File: config.mk
export PLATFORM = sky130hd
export DESIGN_NAME = vram_access_arbiter
export DESIGN_NICKNAME = d
export VERILOG_FILES = /design/src/rtl/vram_access_arbiter.sv
export SDC_FILE = /design/constraint.sdc
export NUM_CORES = 1
export LEC_CHECK = 0
export ABC_AREA = 0
export BUFFER_PORTS_ARGS = -buffer_cell sky130_fd_sc_hd__buf_4
export CORE_UTILIZATION = 40
export DETAILED_ROUTE_END_ITERATION = 7
export GPL_TIMING_DRIVEN = 0
export PLACE_DENSITY_LB_ADDON = 0.08
export SLEW_MARGIN = 20
export SYNTH_ARGS = -nofsm -noshare
export SYNTH_HDL_FRONTEND = slang
export SYNTH_SLANG_ARGS = --single-unit
File: constraint.sdc
create_clock -name clk -period 2.5 [get_ports clk]
set_input_delay 0.375 -clock clk [delete_from_list [all_inputs] [get_ports clk]]
set_output_delay 0.375 -clock clk [all_outputs]
set_load 0.01 [all_outputs]
File: src/rtl/vram_access_arbiter.sv
// Text-RAM slot arbiter: display reads first, buffered editor writes, ordered editor reads.
// Optional WR_BLANK_ONLY_EN: queued writes drain only while in_display is low.
//
//  state  | meaning
//  IDLE   | no RAM cycle next
//  DISP   | display character fetch
//  WR     | drain head of editor write queue
//  RD     | issue the pending editor read
module vram_access_arbiter #(
    parameter int ADDR_W   = 12,
    parameter int DATA_W   = 8,
    parameter int WQ_DEPTH = 4
) (
    input  logic                        clk,
    input  logic                        reset,
    input  logic                        in_display,
    input  logic                        disp_req,
    input  logic [ADDR_W-1:0]           disp_addr,
    output logic                        disp_valid,
    output logic [DATA_W-1:0]           disp_data,
    input  logic                        ed_req,
    input  logic                        ed_we,
    input  logic [ADDR_W-1:0]           ed_addr,
    input  logic [DATA_W-1:0]           ed_wdata,
    output logic                        ed_ready,
    output logic                        ed_rvalid,
    output logic [DATA_W-1:0]           ed_rdata,
    output logic [$clog2(WQ_DEPTH):0]   wq_count,
    output logic                        ram_en,
    output logic                        ram_we,
    output logic [ADDR_W-1:0]           ram_addr,
    output logic [DATA_W-1:0]           ram_wdata,
    input  logic [DATA_W-1:0]           ram_rdata
);
    localparam int PTR_W = $clog2(WQ_DEPTH);
    localparam int CNT_W = PTR_W + 1;

    typedef enum logic [1:0] {S_IDLE, S_DISP, S_WR, S_RD} slot_t;
    slot_t state, state_nxt;

    logic [ADDR_W-1:0] wq_addr [WQ_DEPTH];
    logic [DATA_W-1:0] wq_data [WQ_DEPTH];
    logic [PTR_W-1:0]  wr_ptr, rd_ptr;
    logic [CNT_W-1:0]  count;
    logic              q_empty, q_full;
    logic              rd_pend;
    logic [ADDR_W-1:0] rd_addr;
    logic              drain_ok;
    logic              wr_accept, rd_accept, pop;
    logic              ram_en_nxt, ram_we_nxt;
    logic [ADDR_W-1:0] ram_addr_nxt;
    logic [DATA_W-1:0] ram_wdata_nxt;
    logic [DATA_W-1:0] disp_hold, ed_hold;

`ifdef WR_BLANK_ONLY_EN
    assign drain_ok = !in_display;
`else
    logic unused_in_display;
    assign unused_in_display = in_display;
    assign drain_ok = 1'b1;
`endif

    assign q_empty  = (count == '0);
    assign q_full   = (count == CNT_W'(WQ_DEPTH));
    assign wq_count = count;

    // Reads wait for an empty queue so they always observe earlier writes.
    always_comb begin
        ed_ready = 1'b0;
        if (ed_we) ed_ready = !q_full;
        else       ed_ready = q_empty && !rd_pend && (state != S_RD);
    end

    assign wr_accept = ed_req && ed_we && ed_ready;
    assign rd_accept = ed_req && !ed_we && ed_ready;

    always_ff @(posedge clk or posedge reset) begin
        if (reset) state <= S_IDLE;
        else       state <= state_nxt;
    end

    always_comb begin
        state_nxt = S_IDLE;
        if (disp_req)                  state_nxt = S_DISP;
        else if (!q_empty && drain_ok) state_nxt = S_WR;
        else if (rd_pend)              state_nxt = S_RD;
    end

    always_comb begin
        ram_en_nxt    = 1'b1;
        ram_we_nxt    = 1'b0;
        ram_addr_nxt  = ram_addr;
        ram_wdata_nxt = ram_wdata;
        pop           = 1'b0;
        case (state_nxt)
            S_DISP: ram_addr_nxt = disp_addr;
            S_WR: begin
                ram_we_nxt    = 1'b1;
                ram_addr_nxt  = wq_addr[rd_ptr];
                ram_wdata_nxt = wq_data[rd_ptr];
                pop           = 1'b1;
            end
            S_RD:    ram_addr_nxt = rd_addr;
            default: ram_en_nxt = 1'b0;
        endcase
    end

    always_ff @(posedge clk or posedge reset) begin
        if (reset) begin
            ram_en    <= 1'b0;
            ram_we    <= 1'b0;
            ram_addr  <= '0;
            ram_wdata <= '0;
        end else begin
            ram_en    <= ram_en_nxt;
            ram_we    <= ram_we_nxt;
            ram_addr  <= ram_addr_nxt;
            ram_wdata <= ram_wdata_nxt;
        end
    end

    always_ff @(posedge clk) begin
        if (wr_accept) begin
            wq_addr[wr_ptr] <= ed_addr;
            wq_data[wr_ptr] <= ed_wdata;
        end
    end

    always_ff @(posedge clk or posedge reset) begin
        if (reset) begin
            wr_ptr  <= '0;
            rd_ptr  <= '0;
            count   <= '0;
            rd_pend <= 1'b0;
            rd_addr <= '0;
        end else begin
            if (wr_accept) wr_ptr <= wr_ptr + PTR_W'(1);
            if (pop)       rd_ptr <= rd_ptr + PTR_W'(1);
            if (wr_accept && !pop)      count <= count + CNT_W'(1);
            else if (!wr_accept && pop) count <= count - CNT_W'(1);
            if (rd_accept) begin
                rd_pend <= 1'b1;
                rd_addr <= ed_addr;
            end else if (state_nxt == S_RD) begin
                rd_pend <= 1'b0;
            end
        end
    end

    // Read data is passed straight through in its valid cycle, then held.
    always_ff @(posedge clk or posedge reset) begin
        if (reset) begin
            disp_valid <= 1'b0;
            ed_rvalid  <= 1'b0;
            disp_hold  <= '0;
            ed_hold    <= '0;
        end else begin
            disp_valid <= (state == S_DISP);
            ed_rvalid  <= (state == S_RD);
            if (disp_valid) disp_hold <= ram_rdata;
            if (ed_rvalid)  ed_hold   <= ram_rdata;
        end
    end

    assign disp_data = disp_valid ? ram_rdata : disp_hold;
    assign ed_rdata  = ed_rvalid  ? ram_rdata : ed_hold;

endmodule
==> out/metrics.yaml <==
run_status:
  outcome: "finished, final reports clean"
clock_tree:
  path_clk_slew_ns: 0.06
  clock_path_buffers: 2
  insertion_delay_ns: 0.41
  cts-root-buf: "clkbuf_16"
  cts_inserted_buffers: 17
  cts_sinks: 142
  cts_tree: "yes"
  cts.htree.levels: 4
timing:
  rsz0062_at_grt: "no"
  hold_slack_ns: 0.159
  max_freq_mhz: 431
  finalCritPeriodShare: 0.928
  slew-limit-headroom: 0.575
  hold_viol: 0
  tns_ns: 0
  period_needed_ns: 2.32
  tightest_slew_ns: 0.636
  setup_viol_count_final: 0
  skew_ns: 0.00651
  maxSlewViolCount: 0
setup_path:
  critPathCaptureType: "register"
  startpoint_type: "register"
  required_ns: 2.84
  crit_arrival_ns: 2.66
  crit_type: "reg2reg"
  critical_path_peak_fanout: 10
logic_synthesis:
  yosys_warnings: 0
  syn_nets: 368
  synth_cell_type_count: 39
  ys.flop_type: "edfxtp_1"
  syn_inst: 316
  ys_ff_latch: 142
  async_flop_share: 0.437
  synth_area_mm2: 0.00565
  ys_seq_area_frac: 0.700
  synth_edf_count: 80
  synth_area_per_cell_um2: 17.9
global_routing:
  grtUsageTotal: 0.181
  grt_overflow: 0
  grt_pass1_wl_mm: 18.9
  grt_start_max_net_pins: 35
  antenna_found_initial: 0
  grt_pass1_vias: 3303
floorplanning:
  die_h_um: 121
  initial_core_util: 0.409
  pin_count: 90
  core_area_mm2: 0.0138
  rows: 43
  die_w_um: 121
  die_area_mm2: 0.0146
final_layout:
  diodes: 0
  drive_above_1_share: 0.448
  postLayoutCoreUtil: 0.520
  fillers: 1174
  layout.nets: 479
  areaGrowthSynthToFinish_pct: 27.1
route:
  first_pass_iters: 4
  postRouteAntennaNets: 0
  via_per_inst: 5.12
  wl_per_cell_um: 19.3
  drcViolationCount: 0
  finalWirelength_mm: 12.0
  vias: 3177
  drtIter0Drc: 144
place:
  port-buffer-count: 87
  gp_congestion: 0.690
  dpl.hpwl_mm: 7.61
flow_run:
  cap_violations: 0
power:
  powerDensity_mw_per_mm2: 1160
  vdd_ir_drop_max_mv: 0.472
  p_leak_uw: 0.00290
hold_path:
  hold_class: "in2reg"
[kinds of logic after synthesis]
family,after synthesis,share of synthesized area
AO/OA/AOI/OAI,32,0.0423
buffers and inverters,30,0.0255
AND/OR/NAND/NOR,42,0.0467
XOR/XNOR,6,0.00930
adder cells (fa/ha/maj),6,0.0146
multiplexers,58,0.162
flip-flops,142,0.700
[stage by stage]
stage,setup slack (ns),std cells,instance area [µm²],power (µW)
CTS,-0.00261,618,7170,8430
global route,0.0153,620,7190,8790
detailed placement,-0.550,584,6560,5910
floorplan,0.0848,316,5650,4900
finish,0.179,620,7190,8340
global placement,-0.521,583,6530,5850
[synth_stat cells, types with 5 or more instances]
cell	n	area (µm²)
mux4_2	19	428
a21oi_1	8	40.0
inv_1	13	48.8
dfrtp_1	62	1550
nor3_1	6	30.0
ha_1	5	62.6
mux2_2	29	327
edfxtp_1	80	2400
nand2_1	7	26.3
mux2_4	9	135
nand3_1	6	30.0
o32a_1	6	60.1
and3_1	6	37.5
a31oi_1	5	31.3
clkbuf_1	7	26.3
o21a_1	6	45.0
[placed cells by master, fill, tap and decap left out, types with 3 or more instances in the layout]
cell type  Yosys  layout
a21oi_1        8       7
a31oi_1        5       5
a32oi_1        4       4
and2_2         0       4
and3_1         6       6
buf_2          4       4
buf_4          3      93
bufinv_16      0       3
clkbuf_1       7       9
clkbuf_16      0      17
clkinv_2       0       6
dfrtp_1       62      62
edfxtp_1      80      80
ha_1           5       5
inv_1         13      12
mux2_2        29      29
mux2_4         9       9
mux4_2        19      19
nand2_1        7       7
nand3_1        6       6
nor2_1         3       3
nor3_1         6       5
o21a_1         6       6
o32a_1         6       6
xnor2_1        3       3
xor2_1         3       3
[cell type report]
type,instances,area [µm²],share of cell area
clock buffers,19,433,0.0602
well taps,180,225,0.0313
inverters,13,51.3,0.00714
flip-flops and latches,142,3950,0.550
multi-input cells,144,1570,0.219
plain buffers,17,95.1,0.0132
repair buffers,92,706,0.0982
clock inverters,13,148,0.0205
[state kept, by name (all words and copies together), names as in the netlist, 2 cells and up]
| name | count |
|---|---|
| ram_wdata | 8 |
| wq_count | 3 |
| ed_hold | 8 |
| wq_data | 32 |
| rd_addr | 12 |
| wr_ptr | 2 |
| wq_addr | 48 |
| ram_addr | 12 |
| rd_ptr | 2 |
| state | 2 |
| disp_hold | 8 |
[final timing paths]
| check | from | endpoint | slack (ns) | cells after the start |
|---|---|---|---|---|
| max | wq_count[2] | wq_count[2] | 0.18 | 11 |
| min | ed_wdata[1] | wq_data[0][1] | 0.16 | 1 |
| max reg2reg | wq_count[2] | wq_count[2] | 0.18 | 11 |
| min reg2reg | state[1] | disp_valid | 0.42 | 1 |
| max in group asynchronous | reset | rd_addr[3] | 1.45 | 4 |
| min in group asynchronous | reset | disp_hold[6] | 0.54 | 3 |
[repair_timing]
| item | CTS | global route |
|---|---|---|
| hold endpoints to repair | 33 | 0 |
| pin swaps | 1 | 1 |
| hold buffers | 1 | 0 |
| setup endpoints to repair | 3 | 2 |
| gates cloned | 0 | 0 |
| resized for setup | 2 | 1 |
| setup buffers | 1 | 2 |
[where the power goes]
| part | total [µW] | internal [µW] | switching, µW |
|---|---|---|---|
| logic | 2470 | 1330 | 1140 |
| clock network | 2480 | 1550 | 924 |
| registers | 3390 | 3070 | 319 |
[critical path, stage by stage, from the launching register on]
cell and delay [ns]:
dfrtp_1 0.39, buf_2 0.20, nor3_4 0.26, nor2_2 0.09, buf_4 0.22, inv_1 0.08
ha_1 0.17, inv_1 0.06, fa_1 0.37, xor2_1 0.15, nor2_1 0.11, xor2_1 0.14
[metal layers]
| metal | global-route usage | wire length, µm | part of all wire |
|---|---|---|---|
| met4 | 0.0725 | 223 | 0.019 |
| met5 | 0 | 0 | 0 |
| met2 | 0.295 | 5860 | 0.49 |
| met1 | 0.231 | 5230 | 0.44 |
| met3 | 0.0446 | 658 | 0.055 |
Note: power is estimated with default switching activity, not from simulation.
